<file path="src/rtl/nrdiv_pkg.sv">
// Shared types and helpers for the nrdiv_seq sequential divider.
package nrdiv_pkg;

    typedef enum logic [1:0] {
        IDLE = 2'd0,
        RUN  = 2'd1,
        FIX  = 2'd2,
        DONE = 2'd3
    } nrdiv_state_t;

    function automatic int nrdiv_cnt_w(input int width);
        return $clog2(width + 2);
    endfunction

endpackage

</file>
<file path="src/rtl/nrdiv_step.sv">
// One non-restoring iteration: shift {R,Q} left, add or subtract D by the sign of R,
// and retire the new quotient bit from the sign of the result.
module nrdiv_step #(
    parameter int WIDTH = 32
) (
    input  logic [WIDTH:0]   r,
    input  logic [WIDTH-1:0] q,
    input  logic [WIDTH-1:0] d,
    output logic [WIDTH:0]   r_nxt,
    output logic [WIDTH-1:0] q_nxt,
    output logic             add_sel
);

    logic [WIDTH:0] r_sh;

    // R only needs WIDTH+1 bits: the shifted value may wrap, but after the add/sub
    // the result is back in [-D, D) so modular arithmetic gives the right answer.
    assign add_sel = r[WIDTH];
    assign r_sh    = {r[WIDTH-1:0], q[WIDTH-1]};
    assign r_nxt   = add_sel ? (r_sh + {1'b0, d}) : (r_sh - {1'b0, d});
    assign q_nxt   = {q[WIDTH-2:0], ~r_nxt[WIDTH]};

endmodule

</file>
<file path="src/rtl/nrdiv_seq.sv">
// Parametrised sequential non-restoring divider, one quotient bit per cycle.
// Define NRDIV_SIGNED_EN to add the sgn input for two's complement operands.
module nrdiv_seq
    import nrdiv_pkg::*;
#(
    parameter int WIDTH = 32,
    parameter int CNT_W = nrdiv_cnt_w(WIDTH)
) (
    input  logic             clk,
    input  logic             rst,
    input  logic             start,
    input  logic [WIDTH-1:0] dividend,
    input  logic [WIDTH-1:0] divisor,
`ifdef NRDIV_SIGNED_EN
    input  logic             sgn,
`endif
    output logic             busy,
    output logic             done,
    output logic [WIDTH-1:0] quotient,
    output logic [WIDTH-1:0] remainder,
    output logic [CNT_W-1:0] add_ops,
    output logic [CNT_W-1:0] sub_ops,
    output logic             dbz
);

    localparam logic [CNT_W-1:0] LAST_ITER = CNT_W'(WIDTH - 1);
    localparam logic [CNT_W-1:0] CNT_ONE   = CNT_W'(1);

    nrdiv_state_t state, state_nxt;

    logic             load, dbz_load, step_en, fix_en;
    logic [WIDTH:0]   r;
    logic [WIDTH-1:0] q, d;
    logic [CNT_W-1:0] iter;

    logic [WIDTH:0]   r_step;
    logic [WIDTH-1:0] q_step;
    logic             add_sel;

    logic [WIDTH-1:0] op_a, op_b;
    logic [WIDTH-1:0] rem_fix, q_out, r_out;

    // Handshake: start is sampled only in IDLE or DONE; done pulses one cycle on
    // entry to DONE; results hold until the next accepted start.
    always_ff @(posedge clk or posedge rst) begin
        if (rst) state <= IDLE;
        else     state <= state_nxt;
    end

    always_comb begin
        state_nxt = state;
        load      = 1'b0;
        dbz_load  = 1'b0;
        step_en   = 1'b0;
        fix_en    = 1'b0;
        case (state)
            IDLE, DONE: begin
                if (start) begin
                    if (divisor == '0) begin
                        dbz_load  = 1'b1;
                        state_nxt = DONE;
                    end else begin
                        load      = 1'b1;
                        state_nxt = RUN;
                    end
                end
            end
            RUN: begin
                step_en = 1'b1;
                if (iter == LAST_ITER) state_nxt = FIX;
            end
            FIX: begin
                fix_en    = 1'b1;
                state_nxt = DONE;
            end
            default: state_nxt = IDLE;
        endcase
    end

    assign busy = (state == RUN) || (state == FIX);

    nrdiv_step #(.WIDTH(WIDTH)) u_step (
        .r       (r),
        .q       (q),
        .d       (d),
        .r_nxt   (r_step),
        .q_nxt   (q_step),
        .add_sel (add_sel)
    );

    // The final remainder is in [0, D), so the correction add fits in WIDTH bits.
    assign rem_fix = r[WIDTH] ? (r[WIDTH-1:0] + d) : r[WIDTH-1:0];

`ifdef NRDIV_SIGNED_EN
    logic neg_q, neg_r;

    assign op_a  = (sgn && dividend[WIDTH-1]) ? -dividend : dividend;
    assign op_b  = (sgn && divisor[WIDTH-1])  ? -divisor  : divisor;
    assign q_out = neg_q ? -q : q;
    assign r_out = neg_r ? -rem_fix : rem_fix;

    always_ff @(posedge clk or posedge rst) begin
        if (rst) begin
            neg_q <= 1'b0;
            neg_r <= 1'b0;
        end else if (load) begin
            neg_q <= sgn && (dividend[WIDTH-1] ^ divisor[WIDTH-1]);
            neg_r <= sgn && dividend[WIDTH-1];
        end
    end
`else
    assign op_a  = dividend;
    assign op_b  = divisor;
    assign q_out = q;
    assign r_out = rem_fix;
`endif

    always_ff @(posedge clk or posedge rst) begin
        if (rst) begin
            r         <= '0;
            q         <= '0;
            d         <= '0;
            iter      <= '0;
            quotient  <= '0;
            remainder <= '0;
            add_ops   <= '0;
            sub_ops   <= '0;
            dbz       <= 1'b0;
            done      <= 1'b0;
        end else begin
            done <= fix_en | dbz_load;
            if (load) begin
                r       <= '0;
                q       <= op_a;
                d       <= op_b;
                iter    <= '0;
                add_ops <= '0;
                sub_ops <= '0;
                dbz     <= 1'b0;
            end
            if (dbz_load) begin
                quotient  <= '1;
                remainder <= dividend;
                add_ops   <= '0;
                sub_ops   <= '0;
                dbz       <= 1'b1;
            end
            if (step_en) begin
                r    <= r_step;
                q    <= q_step;
                iter <= iter + CNT_ONE;
                if (add_sel) add_ops <= add_ops + CNT_ONE;
                else         sub_ops <= sub_ops + CNT_ONE;
            end
            if (fix_en) begin
                if (r[WIDTH]) add_ops <= add_ops + CNT_ONE;
                quotient  <= q_out;
                remainder <= r_out;
            end
        end
    end

endmodule

</file>
<file path="config.mk">
export PLATFORM = sky130hd
export DESIGN_NAME = nrdiv_seq
export DESIGN_NICKNAME = d
export VERILOG_FILES = /design/src/rtl/nrdiv_pkg.sv /design/src/rtl/nrdiv_step.sv /design/src/rtl/nrdiv_seq.sv
export SDC_FILE = /design/constraint.sdc
export NUM_CORES = 1
export LEC_CHECK = 0
export CORE_ASPECT_RATIO = 0.75
export CORE_MARGIN = 5
export CORE_UTILIZATION = 45
export CTS_BUF_LIST = sky130_fd_sc_hd__clkbuf_4
export CTS_CLUSTER_DIAMETER = 80
export DETAILED_ROUTE_END_ITERATION = 8
export HOLD_SLACK_MARGIN = 0.15
export PLACE_DENSITY = 0.75
export SYNTH_ARGS = -nofsm -noshare
export SYNTH_HDL_FRONTEND = slang
export SYNTH_SLANG_ARGS = --single-unit
</file>
<file path="constraint.sdc">
create_clock -name clk -period 14.29 [get_ports clk]
set_input_delay 1.429 -clock clk [delete_from_list [all_inputs] [get_ports clk]]
set_output_delay 1.429 -clock clk [all_outputs]
set_load 0.03 [all_outputs]
</file>
# Yosys cells after proc, flatten, opt, wreduce, memory -nomap -nowiden
# Cells that the tools add are included.
word_totals:
  ff_bits: 183
  input_bits: 67
op_classes:
  add_sub_neg: 6
  eq_ne: 6
  mux: 36
  bitwise_logic: 2
  reduce_logical: 8
op_table:
  columns: ["cell", "n"]
  rows:
  - ["32-bit two-way mux", 7]
  - ["33-bit two-way mux", 3]
  - ["6-bit two-way mux", 12]
  - ["33-bit by 32-bit adder with 33-bit output", 1]
  - ["33-bit by 32-bit subtractor with 33-bit output", 1]
  - ["32-bit adder", 1]
  - ["32-bit zero test", 1]
  - ["6-bit by 1-bit adder with 6-bit output, second input constant", 3]
  - ["1-bit two-way mux", 10]
  - ["6-bit by 5-bit equality test with 1-bit output, second input constant", 1]
  - ["2-bit two-way mux", 3]
  - ["2-bit one-hot mux with 3 select lines", 1]
  - ["2-bit nonzero test", 3]
  - ["2-bit equality test, second input constant", 2]
  - ["2-bit != test, second input constant", 2]
  - ["2-bit by 1-bit equality test with 1-bit output, second input constant", 1]
  - ["2-bit zero test", 1]
  - ["2-bit AND reduction", 1]
  - ["2-bit OR reduction", 1]
  - ["1-bit logical OR", 1]
  - ["1-bit inverter", 1]
  - ["1-bit bitwise OR", 1]

# Depth between registers and ports, before layout
# Gate-level depths: netlist (run 1).
depth:
  ltp_word: 10
  depth_mapped: 20

# Cells and area by module
# Synthesis (run 1) repeated with hierarchy kept, for this count alone.
unflattened:
  cells_unflattened: 1424
  hier_area_um2: 12550.8
by_module_without_submodules:
  columns: ["mod", "instances", "cells_per_inst", "area_per_inst_um2", "seq_area_each_um2"]
  rows:
  - ["nrdiv_seq", 1, 1055, 9964.6, 4579.4]
  - ["nrdiv_step", 1, 369, 2586.2, 0.0]

# Least setup slack after synthesis (run 1)
# OpenSTA, ideal clock, no wires.
synth_timing:
  path_kind: "reg-to-reg"
  startpoint: "reg d[0]"
  endpoint: "reg r[30]"
  setup_ps: 88
  arrival_time_ps: 3851
  required_time_ps: 14202
  setup_slack_ps: 10350
  path_stages_with_launch: 18
  period_less_slack_ps: 3940
  cell_sequence: "dfrtp_1 > or4_1 > nor4_2 > nand2_1 > nor2_1 > a21oi_1 > xor2_1 > ha_1 > a21oi_1 > nor2b_1 > o21ai_0 > a21oi_1 > a2111oi_2 > nor2_1 > a21oi_2 > nor2b_1 > or4b_1 > a41oi_1"
synth_between:
  elab_chain_len: 3
synth_lines:
  columns: ["item", "line_no", "text"]
  rows:
  - ["start, declared", "nrdiv_seq.sv:33", "logic [WIDTH-1:0] q, d;"]
  - ["start signal, assigned", "nrdiv_seq.sv:135", "d <= op_b;"]
  - ["33-bit by 32-bit subtractor with 33-bit output / 33-bit by 32-bit adder with 33-bit output (equally long branches)", "nrdiv_step.sv:20", "assign r_nxt = add_sel ? (r_sh + {1'b0, d}) : (r_sh - {1'b0, d});"]
  - ["33-bit two-way mux (*)", "nrdiv_step.sv:20", null]
  - ["33-bit two-way mux (*)", "nrdiv_seq.sv:148", "if (step_en) begin"]
  - ["end signal, assigned", "nrdiv_seq.sv:149", "r <= r_step;"]
  - ["end, declared", "nrdiv_seq.sv:32", "logic [WIDTH:0] r;"]
# Mark *: on every way between the ends. The rest lies on a longest branch, timed or not.
# A chain may end at the register's enable or synchronous reset.

# Final worst setup path (run 1)
layout_timing:
  startpoint: "reg d[0]"
  endpoint: "reg q[0]"
layout_between:
  elab_chain_len: 4
layout_lines:
  columns: ["item", "line_no", "text"]
  rows:
  - ["33-bit by 32-bit subtractor with 33-bit output / 33-bit by 32-bit adder with 33-bit output (equally long branches)", "nrdiv_step.sv:20", null]
  - ["33-bit two-way mux (*)", "nrdiv_step.sv:20", null]
  - ["1-bit inverter (*)", "nrdiv_step.sv:21", "assign q_nxt = {q[WIDTH-2:0], ~r_nxt[WIDTH]};"]
  - ["32-bit two-way mux (*)", "nrdiv_seq.sv:148", null]
  - ["end signal, assigned", "nrdiv_seq.sv:134", "q <= op_a;"]
  - ["end signal, assigned", "nrdiv_seq.sv:150", "q <= q_step;"]
  - ["end, declared", "nrdiv_seq.sv:33", null]
# Marked as above.

==> results of run 1 <==
-- cell families after synthesis --
family | share of synthesized area [%]
AOI/OAI and AO/OA | 20.4
and+or+nand+nor | 15.0
DFF | 38.9
muxes | 8.59
buffers and inverters | 3.04
xor gates and xnor gates | 6.26
adders and majority gates | 7.79
-- layout make-up --
type | instances | area [µm²] | share of cell area (%)
Multi-Input combinational cell | 1027 | 6860 | 49.6
Sequential cell | 183 | 4580 | 33.2
Timing Repair Buffer | 153 | 1510 | 10.9
Tap cell | 344 | 430 | 3.12
Clock inverter | 15 | 183 | 1.32
Clock buffer | 17 | 128 | 0.924
Inverter | 32 | 125 | 0.906
Antenna cell | 1 | 2.50 | 0.0181
-- placed cells by master (no fill, tap or decap), drive strengths merged, types with 31 or more instances in the layout --
cell type | netlist | routed
clkdlybuf4s50 | 0 | 145
dfrtp | 183 | 183
o21ai | 159 | 159
a21oi | 93 | 93
mux2i | 57 | 57
mux2 | 39 | 39
a211oi | 31 | 31
nor2b | 32 | 32
xor2 | 50 | 50
xnor2 | 34 | 34
nand2 | 150 | 150
nor2 | 97 | 97
inv | 32 | 39
ha | 70 | 70
-- Yosys cell counts, drive strengths merged (3+ instances only) --
cell type  count
mux2i         57
nor4          15
buf           12
o22ai         12
a21oi         93
and3           5
a211oi        31
mux2          39
nor2b         32
a221oi         3
dfrtp        183
nor2          97
nand2        150
nor3          13
and2           5
xor2          50
o21a           7
a31oi          9
a211o          4
a21boi         4
ha            70
o211ai         6
or4            3
o21ai        159
nor3b          6
clkbuf        51
inv           32
nand4          6
nand3         28
o21bai        11
a21o          24
nand2b         7
xnor2         34
o31ai         10
-- state kept, by name (all words and copies together), names as in the netlist, 2 cells and up --
name	count
iter	6
state	2
quotient	32
r	33
d	32
q	32
remainder	32
sub_ops	6
add_ops	6
-- through the flow --
| stage | cells | worst slack [ns] |
|---|---|---|
| 6_report | 1772 | 9.40 |
| 5_1_grt | 1772 | 9.08 |
| 4_1_cts | 1771 | 9.51 |
| 3_5_place_dp | 1739 | 9.40 |
| 3_3_place_gp | 1739 | 9.46 |
| 2_1_floorplan | 1305 | 7.89 |
-- path summary, 6_finish.rpt --
kind,start,endpoint,slack (ns),cells after the start
max in group asynchronous,rst,quotient[26],11.81,3
max,d[0],q[0],9.40,18
min,sub_ops[5],sub_ops[5],0.49,1
min reg2reg,sub_ops[5],sub_ops[5],0.49,1
max reg2reg,d[0],q[0],9.40,18
min in group asynchronous,rst,r[4],1.15,2
-- power groups by stage --
stage	registers, mW	clock network (mW)	logic, mW
2_1_floorplan	1.11	0	1.81
3_5_place_dp	1.04	0	2.61
3_3_place_gp	1.03	0	2.54
5_1_grt	1.06	0.345	2.91
4_1_cts	1.02	0.319	2.62
6_report	1.03	0.315	2.64
-- worst max-delay path, cell delays in order, from the launching register on --
cell and delay, ns:
dfrtp_1 0.49, or4_1 0.62, nor4_2 0.41, nand2_1 0.10
nor2_1 0.25, a31oi_1 0.19, o21bai_1 0.26, nor2_1 0.20
xnor2_1 0.16, ha_1 0.31, a21oi_1 0.14, nor2b_1 0.06
o21ai_0 0.16, nand2b_1 0.11, a21o_1 0.18, a2111oi_0 0.39
a21oi_1 0.14, xnor2_1 0.43, a21oi_1 0.13
-- per-layer routing --
layer / vias to the layer above / track usage [%]
met1: 4844 / 33.6
met2: 341 / 31.3
met3: 25 / 3.89
met5: - / 0
met4: 0 / 4.23
li1: 4917 / -
==> metrics.cfg, run 1 <==
[clocking]
cts_htree_levels = 4
postCtsSetupBuffers = 0
postCtsHoldBufs = 0
cts-buffers-inserted = 17
root_buffer = clkbuf_4
cts_resized = 0
clock_latency_ns = 0.64
cts_tree = done
path_clk_slew_ns = 0.19
clkSinkCount = 183
clockBufferDepth = 2

[logic_synthesis]
synth_seq_cells = 183
synth_cells = 1305
synth.avg_cell_area_um2 = 9.01
ys_top_cells_by_area = dfrtp_1, ha_1, o21ai_0
synth_top_cell_area_share_pct = 38.9
yosysUniqueCellTypes = 70
synth_edf_count = 0
seq_area_frac_synth_pct = 38.9
synth_top_cell_by_area = dfrtp_1
yosys_warnings = 0
syn_nets = 1444
synthArstFlopShare_pct = 100
synth_ff_type = dfrtp_1
synth_area_um2 = 11800

[die]
die_w_um = 197
die_height_um = 150
die-area_um2 = 29500
io_pins = 146
core_area_um2 = 25800
start_util_pct = 45.5
num_rows = 51

[global_routing]
overflow = 0
gr-usage-all-layers_pct = 21.5
grt_start_max_net_pins = 118
grt_pass1_wl_um = 51200
antenna_found_initial = 1
grt_pass1_vias = 9480

[setup_path]
cp.required_ns = 14.76
critPathKind = reg -> reg
worst_setup_path_start_kind = flop
path_max_fanout = 6
end_kind = flop
arrival_ns = 5.36

[timing]
slew_headroom_pct = 22.5
slew_viol_final = 0
finClkSkew_ns = 0.0458
fmax_mhz = 204
period_minus_slack_ns = 4.89
final_hold_viol_count = 0
tns_ns = 0
worst_pin_slew_ns = 1.15
fin_hold_ws_ns = 0.492
finalCritPeriodShare_pct = 34.2
setup_viol = 0
rsz0062_at_grt = no

[final_layout]
finalInstanceArea_um2 = 13800
fillCellCount = 2409
nets = 1553
drive_gt1_share_pct = 7.15
area_growth_pct = 17.5
final_core_util_pct = 53.5

[run]
drv_cap = 0

[drt]
avgRoutedWirePerCell_um = 18.0
routed_via_density = 5.72
dr_wl_met2_um = 13500
drc = 0
wl_met3_um = 2330
dr.pass1.iters = 5
dr.max_layer_used = met4
dr_total_vias = 10100
drtAntennaViolNets = 0
routed_wl_um = 31900
met1_length_um = 15800
drt_iter0_markers = 926

[pwr]
clkPwrFrac_pct = 7.9
ir_drop_uv = 123
p_leak_nw = 5.89
power_frac_comb_pct = 66.2
p_int_mw = 1.98
switching_power_mw = 2.01
power_density_nw_per_um2 = 288
power_mw = 3.98
sequentialPowerShare_pct = 25.9
switching_share_pct = 50.4

[place]
post-dp-hpwl_um = 23600
gp_congestion = 0.902
place_area_um2 = 13500
io_buffer_count = 145

[status]
status = finished clean

[worst_hold_path]
holdCritPathClass = reg -> reg

Power figures use the tool's default switching activity.
==> run 2, diff against run 1 <==
==> constraint.sdc (replaced) <==
create_clock -name clk -period 4.9 [get_ports clk]
set_input_delay 0.49 -clock clk [delete_from_list [all_inputs] [get_ports clk]]
set_output_delay 0.49 -clock clk [all_outputs]
set_load 0.03 [all_outputs]
==> run 2 against run 1 <==
  * Register-to-register slack got worse by 8.9 ns
  * Worst setup slack worse by 8.9 ns
  * Die area stayed put
  * Global-route usage about the same
  * Hold slack improved by 0.0017 ns
  * Utilization grew 0.082 points
  * First-iteration DRC count decreased by 18%
  * Clock power increased to 2.7 times the previous value
  * Final cell count is 0.17% higher
  * Sequential share of layout area down 0.051 points
  * Power grew to 2.9 times the previous value
==> metrics.cfg, run 2 (synthesized netlist as in run 1, its figures left out) <==
[status]
status = finished clean  ; unchanged

[setup_path]
cp_slowest_stage_delay_ns = 0.46  ; was 0.62 ns
path_max_fanout = 6  ; unchanged
cp.required_ns = 5.36  ; was 14.76 ns
critPathLaunch = d[1]  ; was d[0]
arrival_ns = 4.89  ; was 5.36 ns
r2r-end = q[0]  ; unchanged
end_kind = flop  ; unchanged
critPathTopFamily = simple AND/OR/NAND/NOR gates  ; unchanged
worst_setup_path_start_kind = flop  ; unchanged
reg2reg_depth = 18  ; unchanged
crit_end = q[0]  ; unchanged
cp_num_cells = 18  ; unchanged
worst-path-buf-inv = 1  ; was 0
critPathKind = reg -> reg  ; unchanged
r2r_start = d[1]  ; was d[0]
cp_cell_sequence = inv_1, ha_1, nor3b_1, nand3b_1, nor3b_2, and4bb_1, nand3b_2, o21ba_2, xor2_1, ha_1, nor2b_1, o21ai_0, nand2b_1, a21o_1, a2111oi_0, a21oi_1, xnor2_1, a21oi_1  ; was or4_1, nor4_2, nand2_1, nor2_1, a31oi_1, o21bai_1, nor2_1, xnor2_1, ha_1, a21oi_1, nor2b_1, o21ai_0, nand2b_1, a21o_1, a2111oi_0, a21oi_1, xnor2_1, a21oi_1
critPathSlowestCell = dfrtp_1  ; was or4_1
rrSetupSlack_ns = 0.47  ; was 9.40 ns

[timing]
worst_pin_slew_ns = 1.07  ; was 1.15 ns
rsz0062_at_grt = no  ; unchanged
slew_viol_final = 0  ; unchanged
setup_viol = 0  ; unchanged
finalCritPeriodShare_pct = 90.4  ; was 34.2%
period_minus_slack_ns = 4.43  ; was 4.89 ns
tns_ns = 0  ; unchanged
slew_headroom_pct = 27.9  ; was 22.5%
final_hold_viol_count = 0  ; unchanged
fmax_mhz = 226  ; was 204 MHz
finClkSkew_ns = 0.0387  ; was 0.0458 ns

[clocking]
clkSinkCount = 183  ; unchanged
cts_tree = done  ; unchanged
postCtsSetupBuffers = 0  ; unchanged
cts-buffers-inserted = 17  ; unchanged
root_buffer = clkbuf_4  ; unchanged
path_clk_slew_ns = 0.20  ; was 0.19 ns
clock_latency_ns = 0.62  ; was 0.64 ns
clockBufferDepth = 2  ; unchanged
cts_htree_levels = 4  ; unchanged

[final_layout]
final_cell_mix = dfrtp_1, o21ai_0, nand2_1, clkdlybuf4s50_1, nor2_1  ; unchanged
largest_register = r  ; unchanged
largest_reg_flops = 33  ; unchanged
nets = 1556  ; was 1553
drive_gt1_share_pct = 7.21  ; was 7.15%
fillCellCount = 2330  ; was 2409
final_core_util_pct = 53.5  ; about the same
layout_commonest_cell = dfrtp_1  ; unchanged
area_growth_pct = 17.7  ; was 17.5%

[pwr]
switching_share_pct = 50.5  ; was 50.4%
sequentialPowerShare_pct = 26.0  ; was 25.9%
power_density_nw_per_um2 = 835  ; was 288 nW/µm²
ir_drop_uv = 338  ; was 123 µV
p_leak_nw = 5.90  ; was 5.89 nW
p_int_mw = 5.72  ; was 1.98 mW
switching_power_mw = 5.84  ; was 2.01 mW
clkPwrFrac_pct = 7.5  ; was 7.9%
power_frac_comb_pct = 66.5  ; was 66.2%

[drt]
drc = 0  ; unchanged
avgRoutedWirePerCell_um = 17.9  ; was 18.0 µm
drt_iter0_markers = 757  ; was 926
dr_total_vias = 10100  ; about the same
dr.pass1.iters = 5  ; unchanged
routed_wl_um = 31800  ; was 31900 µm
drtAntennaViolNets = 0  ; unchanged
routed_via_density = 5.67  ; was 5.72

[global_routing]
antenna_found_initial = 1  ; unchanged
grt_start_max_net_pins = 89  ; was 118
overflow = 0  ; unchanged
grt_pass1_wl_um = 51500  ; was 51200 µm
grt_pass1_vias = 9472  ; was 9480
gr-usage-all-layers_pct = 21.6  ; was 21.5%

[die]
io_pins = 146  ; unchanged
die_height_um = 150  ; unchanged
die_w_um = 197  ; unchanged
core_area_um2 = 25800  ; unchanged
die-area_um2 = 29500  ; unchanged
start_util_pct = 45.5  ; unchanged
num_rows = 51  ; unchanged

[place]
gp_congestion = 0.932  ; was 0.902
post-dp-hpwl_um = 24100  ; was 23600 µm
io_buffer_count = 145  ; unchanged

[worst_hold_path]
holdCritPathClass = reg -> reg  ; unchanged

[run]
drv_cap = 0  ; unchanged

==> run 2: how the worst min path moves through the flow <==
| stage | start | to | cells after the start |
|---|---|---|---|
| global placement | dbz | dbz | 1 |
| finish | q[11] | quotient[11] | 2 |
| CTS | divisor[11] | d[11] | 2 |
| global route | divisor[11] | d[11] | 2 |
| floorplan | iter[4] | iter[4] | 1 |
| detailed placement | dbz | dbz | 1 |
==> run 2: what timing repair did <==
| action | CTS | global route |
|---|---|---|
| endpoints found under the hold margin | 1 | 0 |
| gates resized for setup | 0 | 1 |
| endpoints found under the setup margin | 0 | 2 |
| hold buffers | 1 | 0 |
==> run 2: final cells by class <==
cell class | instances | area [µm²] | area share [%]
timing repair buffer | 156 | 1550 | 11.2
antenna | 2 | 5.00 | 0.0362
sequential | 183 | 4580 | 33.1
clock inverter | 14 | 156 | 1.13
tap | 344 | 430 | 3.11
inverter | 32 | 124 | 0.895
clock buffer | 17 | 128 | 0.922
multi-input combinational | 1027 | 6860 | 49.6
==> run 2: power by group through the flow <==
stage,Sequential (mW),Clock [mW],Combinational (mW)
2_1_floorplan,3.25,0,5.28
3_3_place_gp,2.99,0,7.46
3_5_place_dp,3.02,0,7.58
4_1_cts,2.98,0.889,7.62
5_1_grt,3.10,0.948,8.49
6_report,3.01,0.865,7.68
==> run 2: stage by stage <==
stage	hold slack (ns)	setup slack (ns)	area, µm²	total power, mW	instances
after detailed placement	0.473	0.516	13500	10.6	1741
after global placement	0.463	0.567	13500	10.5	1741
after CTS	0.456	0.447	13800	11.5	1773
after global routing	0.489	0.0826	13800	12.5	1775
final	0.494	0.468	13800	11.6	1775
after floorplan	0.460	0.960	11800	8.52	1305
==> run 2: per-layer routing <==
metal  track usage, %  share of wire [%]  up-vias
met5                0                  0        -
met4             4.19                1.1        0
met3             4.19                7.0       26
met2             29.7                 40      326
met1             34.8                 52     4797
li1                 -                  -     4920
==> run 2: tightest hold or removal path, cell delays in order, from the launching register on <==
cell and delay (ns):
dfrtp_1 0.40, nand2_1 0.06, o21ai_0 0.06
==> RTL change 1 (flow settings as in run 2) <==
The option `NRDIV_SIGNED_EN` is turned on by a define.
--- a/src/rtl/nrdiv_seq.sv
+++ b/src/rtl/nrdiv_seq.sv
@@ -1,4 +1,6 @@
 // Parametrised sequential non-restoring divider, one quotient bit per cycle.
 // Define NRDIV_SIGNED_EN to add the sgn input for two's complement operands.
+`define NRDIV_SIGNED_EN
+
 module nrdiv_seq
     import nrdiv_pkg::*;
Interface: changed (added sgn); port bits go from 146 to 147. No check against the original RTL was run, so the function may have changed too.
==> RTL change 1 against run 2 <==
Final cell count rose by 34%. Synthesized area up 24%. Global-route usage increased by 3.8 points. Design area is 22% higher. Power is 22% higher. Sequential share of layout area down 5.7 points. Routed wire length is 46% higher. Sequential cell count is 2 higher. Worst setup slack worse by 280 ps.
==> RTL change 1: results (changes against run 2) <==
Reg2Reg Depth = 19 (was 18)
Clock slew at reported path FFs = 180 ps (was 200 ps)
Netlist cell types = 80 (was 70)
WP data arrival = 5250 ps (was 4890 ps)
Outcome = finished clean (unchanged)
Post-CTS resize count = 2 (was 0)
CP max-delay cell = or4_4 (was dfrtp_1)
Skew final = 37.5 ps (was 38.7 ps)
GR Util met1 = 38.0% (was 34.8%)
DRT iter0 DRCs = 1,384 (was 757)
RR Startpoint = d[2]$_DFFE_PP0P_ (was d[1]$_DFFE_PP0P_)
Crit-path max cell delay = 480 ps (was 460 ps)
Min-delay worst type = in -> async (was reg -> reg)
Worst hold slack = 317 ps (was 494 ps)
Critical R2R Capture = r[32]$_DFFE_PP0P_ (was q[0]$_DFFE_PP0P_)
Fraction of layout cells with a size suffix above 1 = 5.82% (was 7.21%)
Final net count = 2,072 (was 1,556)
Top cells by count, synth = nand2_1, o21ai_0, dfrtp_1 (was dfrtp_1, o21ai_0, nand2_1)
Static leakage = 6.89 nW (was 5.90 nW)
Met3 WL = 4400 um (was 2240 um)
GRT Overall Usage = 25.3% (was 21.6%)
Vias in the first global route = 13,100 (was 9,472)
Largest cells by area after synthesis = dfrtp_1, o21ai_0, xor2_1, ha_1, nand2_1 (was dfrtp_1, ha_1, o21ai_0, mux2i_1, nand2_1)
VDD IR max = 0.485 mV (was 0.338 mV)
Critical path fanouts, max = 5 (was 6)
Placed wire-length estimate = 35,700 um (was 24,100 um)
CP Capture Type = flop (unchanged)
Total wire length = 46,500 um (was 31,800 um)
Synth Area in XOR/XNOR = 11.6% (was 6.26%)
Synth Area in Adders = 6.61% (was 7.79%)
Finished Layout Cells = 2,384 (was 1,775)
Met2 wire length = 19,400 um (was 12,700 um)
Dpl ws = 8.11 ps (was 516 ps)
Syn avg cell area = 8.02 um2 (was 9.01 um2)
Met2 Track Usage GR = 36.4% (was 29.7%)
Worst-Margin Slew = 1150 ps (was 1070 ps)
Final Wtd Congestion = 0.981 (was 0.932)
Seq/Total Area, Yosys = 31.7% (was 38.9%)
Compound-cell area share of the yosys netlist = 23.5% (was 20.4%)
Total number of vias = 14,200 (was 10,100)
Post-route setup slack = 191 ps (was 468 ps)
Largest net degree at the start of global routing = 126 (was 89)
Syn Nets = 1,964 (was 1,444)
-- RTL change 1: cell types whose count changed in the layout (fill, tap and decap cells not counted), sizes merged, moves of 18 or more --
cell | before | now
a21oi | 93 | 169
buf | 10 | 33
mux2 | 39 | 3
nand2 | 150 | 235
nor2 | 97 | 137
nor2b | 32 | 14
nor3 | 13 | 70
o21ai | 159 | 213
o31ai | 10 | 38
or3 | 1 | 30
xnor2 | 34 | 79
xor2 | 50 | 114
-- RTL change 1: area by class of cell --
cell class / count / area (um2)
timing repair buffer: 179 / 1760
multi-input combinational: 1502 / 9570
antenna: 2 / 5.00
fill: 3115 / 15300
clock inverter: 14 / 97.6
inverter: 43 / 165
tap: 442 / 553
clock buffer: 17 / 128
sequential: 185 / 4630
-- RTL change 1: report_power, final --
part	leakage, nW	switching, mW	total, mW	internal, mW
Combinational	4.48	6.04	10.1	4.05
Clock	0.120	0.589	0.788	0.199
Sequential	2.29	0.975	3.21	2.24
==> RTL change 2 (config.mk and constraints of run 2) <==
Without the edit above. Encoding of `nrdiv_state_t`: now Gray code (2 bits for 4 states).
--- a/src/rtl/nrdiv_pkg.sv
+++ b/src/rtl/nrdiv_pkg.sv
@@ -3,8 +3,8 @@
 
     typedef enum logic [1:0] {
-        IDLE = 2'd0,
-        RUN  = 2'd1,
-        FIX  = 2'd2,
-        DONE = 2'd3
+        IDLE = 2'b00,
+        RUN  = 2'b01,
+        FIX  = 2'b11,
+        DONE = 2'b10
     } nrdiv_state_t;
 
Behaviour: same outputs for any inputs over 4 cycles, from zero or initial values and one cycle with rst high; so few cycles prove little.
==> RTL change 2 against run 2 <==
Via count rose by 7.0%. Clock skew decreased by 15 ps. Synthesized area grew 0.40%. Sequential cell count unchanged. Design area grew 0.92%. Non-clock buffer count increased by 10. Worst setup slack got worse by 92 ps. Count of clock-buffer cells in the layout stayed put. Routed wire length increased by 12%. Largest cell class unchanged. Highest routed layer unchanged.
Power is left out: the tool's default activity adds up to more than one toggle a clock period on the data nets, which glitch-free logic cannot reach.
==> RTL change 2: results (changes against run 2) <==
DRT iter0 DRCs = 855 (was 757)
Seq/Total Area, Yosys = 38.8% (was 38.9%)
Reg2Reg Depth = 17 (was 18)
Hold Startpoint = dividend[10] (was q[11]$_DFFE_PP0P_)
Inst Count DP = 1,785 (was 1,741)
Post-DR wirelength/cell = 19.5 um (was 17.9 um)
Placed wire-length estimate = 26,100 um (was 24,100 um)
Netlist cell types = 75 (was 70)
Outcome = finished clean (unchanged)
WP data arrival = 5080 ps (was 4890 ps)
Syn Nets = 1,480 (was 1,444)
Dpl ws = 341 ps (was 516 ps)
CP max-delay cell = or4_4 (was dfrtp_1)
Headroom to the max-slew limit = 45.5% (was 27.9%)
Clock slew at reported path FFs = 160 ps (was 200 ps)
WHS Path Cells = 3 (was 2)
Crit-path max cell delay = 590 ps (was 460 ps)
Top cells by count, synth = nand2_1, dfrtp_1, o21ai_0 (was dfrtp_1, o21ai_0, nand2_1)
Global-route wire length before repair = 56,800 um (was 51,500 um)
Crit. Startpoint = d[6]$_DFFE_PP0P_ (was d[1]$_DFFE_PP0P_)
DP Area = 13,600 um2 (was 13,500 um2)
Syn avg cell area = 8.79 um2 (was 9.01 um2)
Filler cells = 2,393 (was 2,330)
Largest cells by area after synthesis = dfrtp_1, nand2_1, ha_1, o21ai_0, mux2_2 (was dfrtp_1, ha_1, o21ai_0, mux2i_1, nand2_1)
Min-delay worst type = in -> reg (was reg -> reg)
GRT Overall Usage = 23.9% (was 21.6%)
Final Wtd Congestion = 0.949 (was 0.932)
RTL change 2: layer usage:
metal | global-route usage (%) | share of wire (%)
met1 | 34.5 | 47
met2 | 37.7 | 45
met3 | 4.36 | 6.3
met4 | 5.82 | 1.7
met5 | 0 | 0
RTL change 2: cell type report:
class,instances,area share [%]
Multi-Input combinational cell,1069,49.5
Sequential cell,183,32.8
Timing Repair Buffer,166,11.7
Tap cell,344,3.08
Clock inverter,14,1.23
Clock buffer,17,0.914
Inverter,24,0.672
Antenna cell,3,0.0538
RTL change 2: logic make-up (layout without fill, tap and decap cells):
| group | after synthesis | count (layout) | share of synthesized area, % |
|---|---|---|---|
| other | 0 | 3 | 0 |
| AND/OR/NAND/NOR | 482 | 482 | 19.0 |
| XOR/XNOR | 79 | 79 | 5.92 |
| AO/OA/AOI/OAI | 367 | 367 | 19.5 |
| buffers and inverters | 92 | 221 | 2.94 |
| multiplexers | 72 | 72 | 6.49 |
| adder cells (fa/ha/maj) | 69 | 69 | 7.44 |
| flip-flops | 183 | 183 | 38.8 |
RTL change 2: worst register-to-register path: stages (launching register included):
cell       delay [ps]
dfrtp_1           460
or4_4             590
nor4_4            240
nand2_1           130
nor4_1            200
buf_4             170
nor2b_1           230
buf_4             180
a21oi_1            70
xor2_1            160
ha_1              350
a21o_1            200
a21o_1            180
nor2_1             90
a21oi_1            90
or4_1             480
a2111oi_1         460
or3b_1            200
RTL change 2: path summary, 6_finish.rpt:
kind	to	slack, ps
worst max-delay path	r[32]$_DFFE_PP0P_	380
worst min-delay path	remainder[10]$_DFFE_PP0P_	470
min in group asynchronous	r[2]$_DFFE_PP0P_	650
max in group asynchronous	d[31]$_DFFE_PP0P_	3330
worst max register to register	r[32]$_DFFE_PP0P_	380
worst min register to register	iter[5]$_DFFE_PP0P_	490
